--- config.mk ---
export PLATFORM = sky130hd
export DESIGN_NAME = seq_101_gen
export DESIGN_NICKNAME = d
export VERILOG_FILES = /design/src/rtl/seq_101_gen.sv
export SDC_FILE = /design/constraint.sdc
export NUM_CORES = 1
export LEC_CHECK = 0
export CELL_PAD_IN_SITES_DETAIL_PLACEMENT = 1
export CELL_PAD_IN_SITES_GLOBAL_PLACEMENT = 1
export CORE_ASPECT_RATIO = 0.75
export CORE_MARGIN = 2
export CORE_UTILIZATION = 43
export CTS_CLUSTER_DIAMETER = 50
export DETAILED_ROUTE_END_ITERATION = 8
export PLACE_DENSITY = 0.84
export SLEW_MARGIN = 20
export SYNTH_ARGS = -nofsm -noshare
export SYNTH_HDL_FRONTEND = slang
export SYNTH_SLANG_ARGS = --single-unit
--- constraint.sdc ---
create_clock -name cp -period 2.3 [get_ports cp]
set_clock_uncertainty 0.2 [all_clocks]
set_input_delay 0.23 -clock cp [delete_from_list [all_inputs] [get_ports cp]]
set_output_delay 0.23 -clock cp [all_outputs]
set_load 0.01 [all_outputs]
--- src/rtl/seq_101_gen.sv ---
// seq_101_gen: serial "101" pattern source for the EGO1 sequence-detector lab.
// Loads a WIDTH-bit pattern and shifts it out MSB-first. Each bit is held for
// DIV clocks. A start/busy/done handshake controls each frame. An overlapping
// "101" reference counter gives a golden result for the detector under test.
//
// state | meaning
// ------+----------------------------------------------------------------
// IDLE  | waiting for start; x=0, busy=0
// SHIFT | frame in progress; x shows sreg MSB, prescaler paces each bit
// DONE  | one-cycle frame tail; busy=0, ref_z cleared on exit

module seq_101_gen #(
    parameter int WIDTH = 8,
    parameter int DIV   = 50_000_000,
    parameter int CNT_W = 4
) (
    input  logic             cp,
    input  logic             rd,
    input  logic             start,
    input  logic             rep,
    input  logic [WIDTH-1:0] pattern,
    output logic             x,
    output logic             bit_valid,
    output logic             busy,
    output logic             done,
    output logic             ref_z,
    output logic [CNT_W-1:0] match_cnt
);

    localparam int PW = (DIV > 1) ? $clog2(DIV) : 1;
    localparam int IW = (WIDTH > 1) ? $clog2(WIDTH) : 1;
    localparam logic [PW-1:0] PRE_MAX  = PW'(DIV - 1);
    localparam logic [IW-1:0] IDX_LAST = IW'(WIDTH - 1);

    typedef enum logic [1:0] {
        IDLE  = 2'd0,
        SHIFT = 2'd1,
        DONE  = 2'd2
    } state_t;

    state_t           state,     state_n;
    logic [WIDTH-1:0] sreg,      sreg_n;
    logic [PW-1:0]    pre,       pre_n;
    logic [IW-1:0]    idx,       idx_n;
    logic [1:0]       hist,      hist_n;
    logic             done_n;
    logic             ref_z_n;
    logic [CNT_W-1:0] match_cnt_n;

    logic tick;
    logic hit;

    assign busy      = (state == SHIFT);
    assign x         = busy & sreg[WIDTH-1];
    assign tick      = (pre == PRE_MAX);
    assign bit_valid = busy & tick;
    // Overlapping match: previous two emitted bits were "10" and this bit is 1.
    assign hit       = (hist == 2'b10) & sreg[WIDTH-1];

    // State and datapath registers; reset overrides any other event at the edge.
    always_ff @(posedge cp) begin
        if (rd) begin
            state     <= IDLE;
            sreg      <= '0;
            pre       <= '0;
            idx       <= '0;
            hist      <= 2'b00;
            done      <= 1'b0;
            ref_z     <= 1'b0;
            match_cnt <= '0;
        end else begin
            state     <= state_n;
            sreg      <= sreg_n;
            pre       <= pre_n;
            idx       <= idx_n;
            hist      <= hist_n;
            done      <= done_n;
            ref_z     <= ref_z_n;
            match_cnt <= match_cnt_n;
        end
    end

    // Next-state and next-datapath logic.
    always_comb begin
        state_n     = state;
        sreg_n      = sreg;
        pre_n       = pre;
        idx_n       = idx;
        hist_n      = hist;
        done_n      = 1'b0;
        ref_z_n     = ref_z;
        match_cnt_n = match_cnt;

        case (state)
            IDLE: begin
                if (start) begin
                    sreg_n      = pattern;
                    pre_n       = '0;
                    idx_n       = '0;
                    hist_n      = 2'b00;
                    match_cnt_n = '0;
                    state_n     = SHIFT;
                end
            end

            SHIFT: begin
                if (tick) begin
                    pre_n   = '0;
                    hist_n  = {hist[0], sreg[WIDTH-1]};
                    ref_z_n = hit;
                    // The counter saturates at all-ones so it never wraps back to a small value.
                    if (hit && (match_cnt != {CNT_W{1'b1}}))
                        match_cnt_n = match_cnt + 1'b1;
                    sreg_n = sreg << 1;
                    idx_n  = idx + 1'b1;
                    if (idx == IDX_LAST) begin
                        done_n = 1'b1;
                        // In repeat mode the next frame starts with no gap.
                        // history and match_cnt carry over, so matches that span frames are counted.
                        if (rep) begin
                            sreg_n = pattern;
                            idx_n  = '0;
                        end else begin
                            state_n = DONE;
                        end
                    end
                end else begin
                    pre_n = pre + 1'b1;
                end
            end

            DONE: begin
                ref_z_n = 1'b0;
                state_n = IDLE;
            end

            default: begin
                state_n = IDLE;
            end
        endcase
    end

endmodule

==> results of run 1 <==
[layout by cell type, fill, tap and decap left out, types with 5 or more instances in the layout]
master and n:
dfxtp_1 45, nor2_1 35, xor2_1 17, o2bb2ai_1 8
clkbuf_8 5, nand4_1 14, and3_1 5, nor3_1 8
clkdlybuf4s50_1 19, mux2i_1 9, nand3_1 15, nand2_1 13
a21oi_1 5, buf_4 27
[critical path, stage by stage, from the launching register on]
cell       delay, ps
dfxtp_1          380
and4_1           350
and4_1           380
a21oi_2          100
or3_1            470
o2bb2ai_1        210
[per-stage QoR]
stage	setup WS [ps]	power [mW]	utilization, %	instance area, um2
after floorplan	232	0.923	-	2270
after global placement	140	0.984	54.9	2740
after detailed placement	23.7	0.991	54.9	2740
after CTS	17.9	1.54	56.9	2830
after global routing	19.9	1.59	56.9	2830
final	138	1.52	56.9	2830
[registers in the layout, indices dropped and copies added, names as in the netlist]
name       flops
state          2
hist           2
pre           26
match_cnt      4
idx            3
done           1
ref_z          1
sreg           8
[final cells by class]
type,count,area [um2]
Fill cell,601,2150
Inverter,4,18.8
Multi-Input combinational cell,188,1270
Sequential cell,47,943
Clock buffer,5,68.8
Tap cell,72,90.1
Clock inverter,3,27.5
Timing Repair Buffer,48,418
[per-layer routing]
layer | share of wire [%] | routed length [um]
met1 | 48 | 3010
met2 | 48 | 2970
met3 | 2.6 | 164
met4 | 0.84 | 52
met5 | 0 | 0
[where the power goes]
group          switching [mW]  internal [mW]  total, mW
Clock                   0.322          0.226      0.548
Combinational          0.0703         0.0643      0.135
Sequential             0.0116          0.828      0.839
Total                   0.404           1.12       1.52
[cell families (layout without fill, tap and decap cells)]
kind of cell / count (synthesis) / in the layout / synth area share (%)
buffers and inverters: 12 / 60 / 2.70
AOI/OAI and AO/OA: 38 / 38 / 12.7
xor gates and xnor gates: 21 / 21 / 8.10
and+or+nand+nor: 116 / 116 / 28.9
DFF: 47 / 47 / 41.5
adders and majority gates: 4 / 4 / 2.21
muxes: 9 / 9 / 3.97
[final timing paths]
kind | end | slack [ps] | cells past startpoint
worst min register to register | sreg[4] | 280 | 1
worst max register to register | sreg[3] | 140 | 5
worst min-delay path | sreg[4] | 280 | 1
worst max-delay path | sreg[3] | 140 | 5
[timing repair]
item | in CTS | in global routing
endpoints found under the setup margin | 1 | 2
pin swaps | 0 | 0
hold buffers | 0 | 0
setup buffers | 0 | 0
resized for setup | 2 | 4
==> flow_summary_export.csv, run 1 <==
group,metric,value,unit
synth,syn_avg_cell_area,9.19,um2
cells_and_area,drive_above_1_share,18.0,%
worst_setup_path,cp.required,2350,ps
die,dieArea,5880,um2
sta,slew_headroom,55.3,%
detailed_routing,drcViolationCount,0,
sta,setup_tns,0,ps
die,rows,22,
die,start_util,45.6,%
placed_design,numPortBuffers,20,
min_path,hold_start,"sreg[4]",
synth,synth_top_area_share,41.5,%
detailed_routing,drtIter0Drc,82,
die,core,4980,um2
cells_and_area,stdcell_count,367,
detailed_routing,routedWlPerCell,16.9,um
power,vdd_drop_max,0.000320,V
detailed_routing,routed_wl,6.20,mm
synth,ys_types,50,
global_routing,grt_pass1_vias,2071,
synth,yosys.area.top_type,"dfxtp_1",
sta,fin_crit_sh,94.0,%
clocking,cts_root_buf,"clkbuf_8",
synth,syn_area,2270,um2
sta,hold_viol,0,
sta,report.final.slew_viol_count,0,
die,dieHeight,66.9,um
worst_setup_path,reg2reg_from,"pre[14]",
global_routing,overflow,0,
synth,synth_fp_nets,263,
power,leakage,1.05,nW
sta,timing.hold.ws,281,ps
placed_design,routabilityCongestion,0.787,
cells_and_area,final_nets,310,
min_path,hp-class,"reg -> reg",
detailed_routing,via_per_inst,5.45,
global_routing,grt_pass1_wl,10.3,mm
worst_setup_path,critPathCaptureType,"flop",
synth,synthTopCellsByCount,"dfxtp_1 (47), nor2_1 (35), xor2_1 (17), nand3_1 (15), nand4_1 (14)",
placed_design,dp.final_hpwl,4.59,mm
synth,synthFlopType,"dfxtp_1",
clocking,clk_latency,310,ps
sta,tightestPinTransition,671,ps
clocking,cts_tree,"built",
die,die_w,87.9,um
cells_and_area,area_growth,24.9,%
global_routing,met1_usage,30.4,%
sta,setup_violations,0,
clocking,clk_path_buf_depth,2,
sta,rsz0062_at_grt,"false",
clocking,htree_levels,2,
synth,synthArstFlopShare,0,%
placed_design,dp_cells,359,
job,max_cap_violations,0,
worst_setup_path,cp_max_fo,8,
sta,min_period,2160,ps
global_routing,antenna_found_initial,0,
global_routing,top_usage_layer,"met2",
synth,ys.warnings.count,0,
global_routing,grt_max_degree,23,
synth,synth-edff-count,0,
synth,yosysMostFrequentCell,"dfxtp_1",
sta,max_freq,463,MHz
worst_setup_path,crit_path_start,"pre[14]",
worst_setup_path,cp-start-kind,"flop",
clocking,cts_buffers,5,
cells_and_area,diodes,0,
global_routing,gr-usage-met2,38.0,%
synth,synthCells,247,
die,io_pins,21,
global_routing,grt.met3_usage,4.83,%
outcome,status,"complete, no violations",
worst_setup_path,worstPathArrival,2210,ps
detailed_routing,firstDrtPassIters,4,
global_routing,grt_usage,23.0,%
clocking,cts.sinks,47,
detailed_routing,vias,1999,
detailed_routing,detail-route-antenna-nets,0,
worst_setup_path,path_class,"reg -> reg",
clocking,clk_pin_slew,100,ps
synth,synth_seq_area_share,41.5,%
power,power.density,537,nW/um2
synth,ys_ff_latch,47,
synth,synthTopCellsByArea,"dfxtp_1 (41%), xor2_1 (6.6%), nor2_1 (5.8%), mux2i_1 (4.0%), nand4_1 (3.9%)",
(Power assumes the default switching activity.)
==> inputs of run 2 (changes only) <==
Settings changed: ABC_AREA set to 1, CORE_UTILIZATION 43 to 42, PLACE_DENSITY 0.84 to 0.86.
==> run 2 against run 1 <==
Effect of this change:
- hold slack gained 5.1 ps
- clock power increased by 9.1%
- routed wire length up 22%
- register-to-register slack improved by 50 ps
- count of clock-buffer cells in the layout grew 1
- largest cell class unchanged
- synthesized cell count increased by 56%
- critical path depth up 1
==> flow_summary_export.csv, run 2 <==
group,metric,value,unit
outcome,status,"complete, no violations",
detailed_routing,firstDrtPassIters,4,
global_routing,overflow,0,
worst_setup_path,reg2reg_depth,10,
worst_setup_path,path_cells,"ha_2, nand2_1, nor2_2, nand2_1, nor4_4, clkbuf_2",
die,io_pins,21,
cells_and_area,top_regs,"pre (26), sreg (8), match_cnt (4)",
worst_setup_path,cp.required,1870,ps
global_routing,antenna_found_initial,0,
cells_and_area,mostFrequentLayoutCells,"nand2_1 (101), nor2_1 (54), dfxtp_1 (47), inv_1 (37), nand3_1 (28)",
clocking,clk_pin_slew,90,ps
cells_and_area,regMostFlops,"pre",
global_routing,grt_pass1_vias,2765,
worst_setup_path,path_class,"reg -> out",
sta,fin_crit_sh,93.5,%
global_routing,grt.met3_usage,3.72,%
global_routing,grt_usage,23.4,%
synth,synthCells,385,
cells_and_area,mostFrequentLayoutCell,"nand2_1",
die,dieHeight,72.6,um
detailed_routing,drcViolationCount,0,
worst_setup_path,critPathMaxStageDelay,380,ps
synth,synth_fp_nets,401,
die,core,5950,um2
worst_setup_path,critPathTopFamily,"simple AND/OR/NAND/NOR gates",
global_routing,top_usage_layer,"met2",
synth,ys_ff_latch,47,
synth,synthTopCellsByArea,"dfxtp_1 (36%), nand2_1 (14%), nor2_1 (8.0%), inv_1 (5.4%), nand3_1 (5.3%)",
clocking,cts_tree,"built",
placed_design,dp.final_hpwl,5.88,mm
sta,hold_viol,0,
die,rows,24,
cells_and_area,area_growth,17.3,%
cells_and_area,drive_above_1_share,13.2,%
sta,setup_tns,0,ps
detailed_routing,routedWlPerCell,15.2,um
global_routing,grt_max_degree,29,
synth,synthTopCellsByCount,"nand2_1 (101), nor2_1 (56), dfxtp_1 (47), inv_1 (38), nand3_1 (28)",
synth,synth_top_area_share,35.7,%
sta,rsz0062_at_grt,"false",
clocking,cts_hold_buffers,0,
clocking,clk_path_buf_depth,2,
clocking,htree_levels,2,
cells_and_area,regArea,941,um2
synth,synth_seq_area_share,35.7,%
sta,min_period,2150,ps
synth,yosysMostFrequentCell,"nand2_1",
sta,tightestPinTransition,474,ps
clocking,cts_root_buf,"clkbuf_8",
cells_and_area,nFillCells,792,
sta,slew_headroom,68.2,%
placed_design,routabilityCongestion,0.879,
detailed_routing,vias,2608,
synth,synthFlopType,"dfxtp_1",
die,start_util,44.3,%
synth,yosys.area.top_type,"dfxtp_1",
sta,max_freq,465,MHz
clocking,clk_latency,290,ps
global_routing,gr-usage-met2,38.7,%
worst_setup_path,crit_slowest_cell,"dfxtp_1",
job,max_cap_violations,0,
clocking,cts_buffers,5,
sta,timing.hold.ws,286,ps
placed_design,numPortBuffers,20,
worst_setup_path,worstPathArrival,1720,ps
worst_setup_path,critPathCaptureType,"output port",
cells_and_area,stdcell_count,495,
worst_setup_path,cp.depth,6,
sta,report.final.slew_viol_count,0,
die,die_w,95.5,um
cells_and_area,final_nets,433,
synth,synth-edff-count,0,
detailed_routing,detail-route-antenna-nets,0,
min_path,hold_depth,2,
placed_design,dp_cells,488,
global_routing,grt_pass1_wl,12.7,mm
cells_and_area,diodes,0,
synth,syn_avg_cell_area,6.85,um2
synth,synthArstFlopShare,0,%
detailed_routing,via_per_inst,5.27,
worst_setup_path,critPathBufInv,1,
detailed_routing,drtIter0Drc,96,
power,leakage,1.13,nW
min_path,hp-class,"reg -> reg",
synth,ys.warnings.count,0,
clocking,cts.sinks,47,
worst_setup_path,r2r_setup_slack,190,ps
synth,ys_types,29,
global_routing,met1_usage,32.9,%
worst_setup_path,cp_max_fo,3,
cells_and_area,multi_input_area,1500,um2
synth,syn_area,2640,um2
cells_and_area,largest_register_ffs,26,
worst_setup_path,critPathMostFrequentCell,"nand2_1",
die,dieArea,6930,um2
worst_setup_path,cp-start-kind,"flop",
power,vdd_drop_max,0.000279,V
sta,setup_violations,0,
power,power.density,520,nW/um2
detailed_routing,routed_wl,7.53,mm
## run 2: metal layers
metal / vias up / wire [um]
li1: 1304 / -
met3: 4 / 289
met5: - / 0
met2: 44 / 3550
met4: 0 / 40
met1: 1256 / 3650
## run 2: final timing paths
kind	start	to
max	pre[1]	bit_valid
min	sreg[6]	sreg[6]
max reg2reg	pre[1]	pre[14]
min reg2reg	sreg[6]	sreg[6]
## run 2: cell families (layout without fill, tap and decap cells)
| kind of cell | after synthesis | count (layout) | synth area share [%] |
|---|---|---|---|
| AO/OA/AOI/OAI | 38 | 38 | 7.36 |
| buffers and inverters | 50 | 82 | 7.88 |
| flip-flops | 47 | 47 | 35.7 |
| XOR/XNOR | 7 | 7 | 2.33 |
| AND/OR/NAND/NOR | 239 | 239 | 44.9 |
| adder cells (fa/ha/maj) | 4 | 4 | 1.90 |
## run 2: repair_timing
action / in CTS / in global routing
endpoints found under the setup margin: 1 / 5
setup buffers: 0 / 0
resized for setup: 3 / 5
pin swaps: 0 / 1
## run 2: stage by stage
step                      utilization [%]  total power [mW]  worst slack [ps]  cell area, um2
after global routing                 52.0              1.68              2.08            3090
after floorplan                         -             0.964               606            2640
after detailed placement             50.1              1.03             -9.66            2980
after CTS                            51.9              1.62              6.29            3090
final                                52.0              1.61               149            3090
after global placement               50.1              1.02              68.7            2980
## run 2: final cells by class
| type | instances | share of cell area [%] |
|---|---|---|
| clock buffer | 6 | 2.35 |
| clock inverter | 1 | 0.971 |
| inverter | 42 | 5.10 |
| multi-input combinational | 288 | 48.5 |
| sequential | 47 | 30.4 |
| tap | 78 | 3.16 |
| timing repair buffer | 33 | 9.47 |
## run 2: tightest hold or removal path, stage by stage, from the launching register on
cell and delay [ps]:
dfxtp_1 310, inv_1 50, o21ai_0 80
## run 2: power by group
part	leakage (nW)	switching [mW]	internal, mW	total [mW]
combinational	0.696	0.108	0.0622	0.170
clock	0.0513	0.278	0.319	0.598
sequential	0.380	0.0101	0.829	0.840
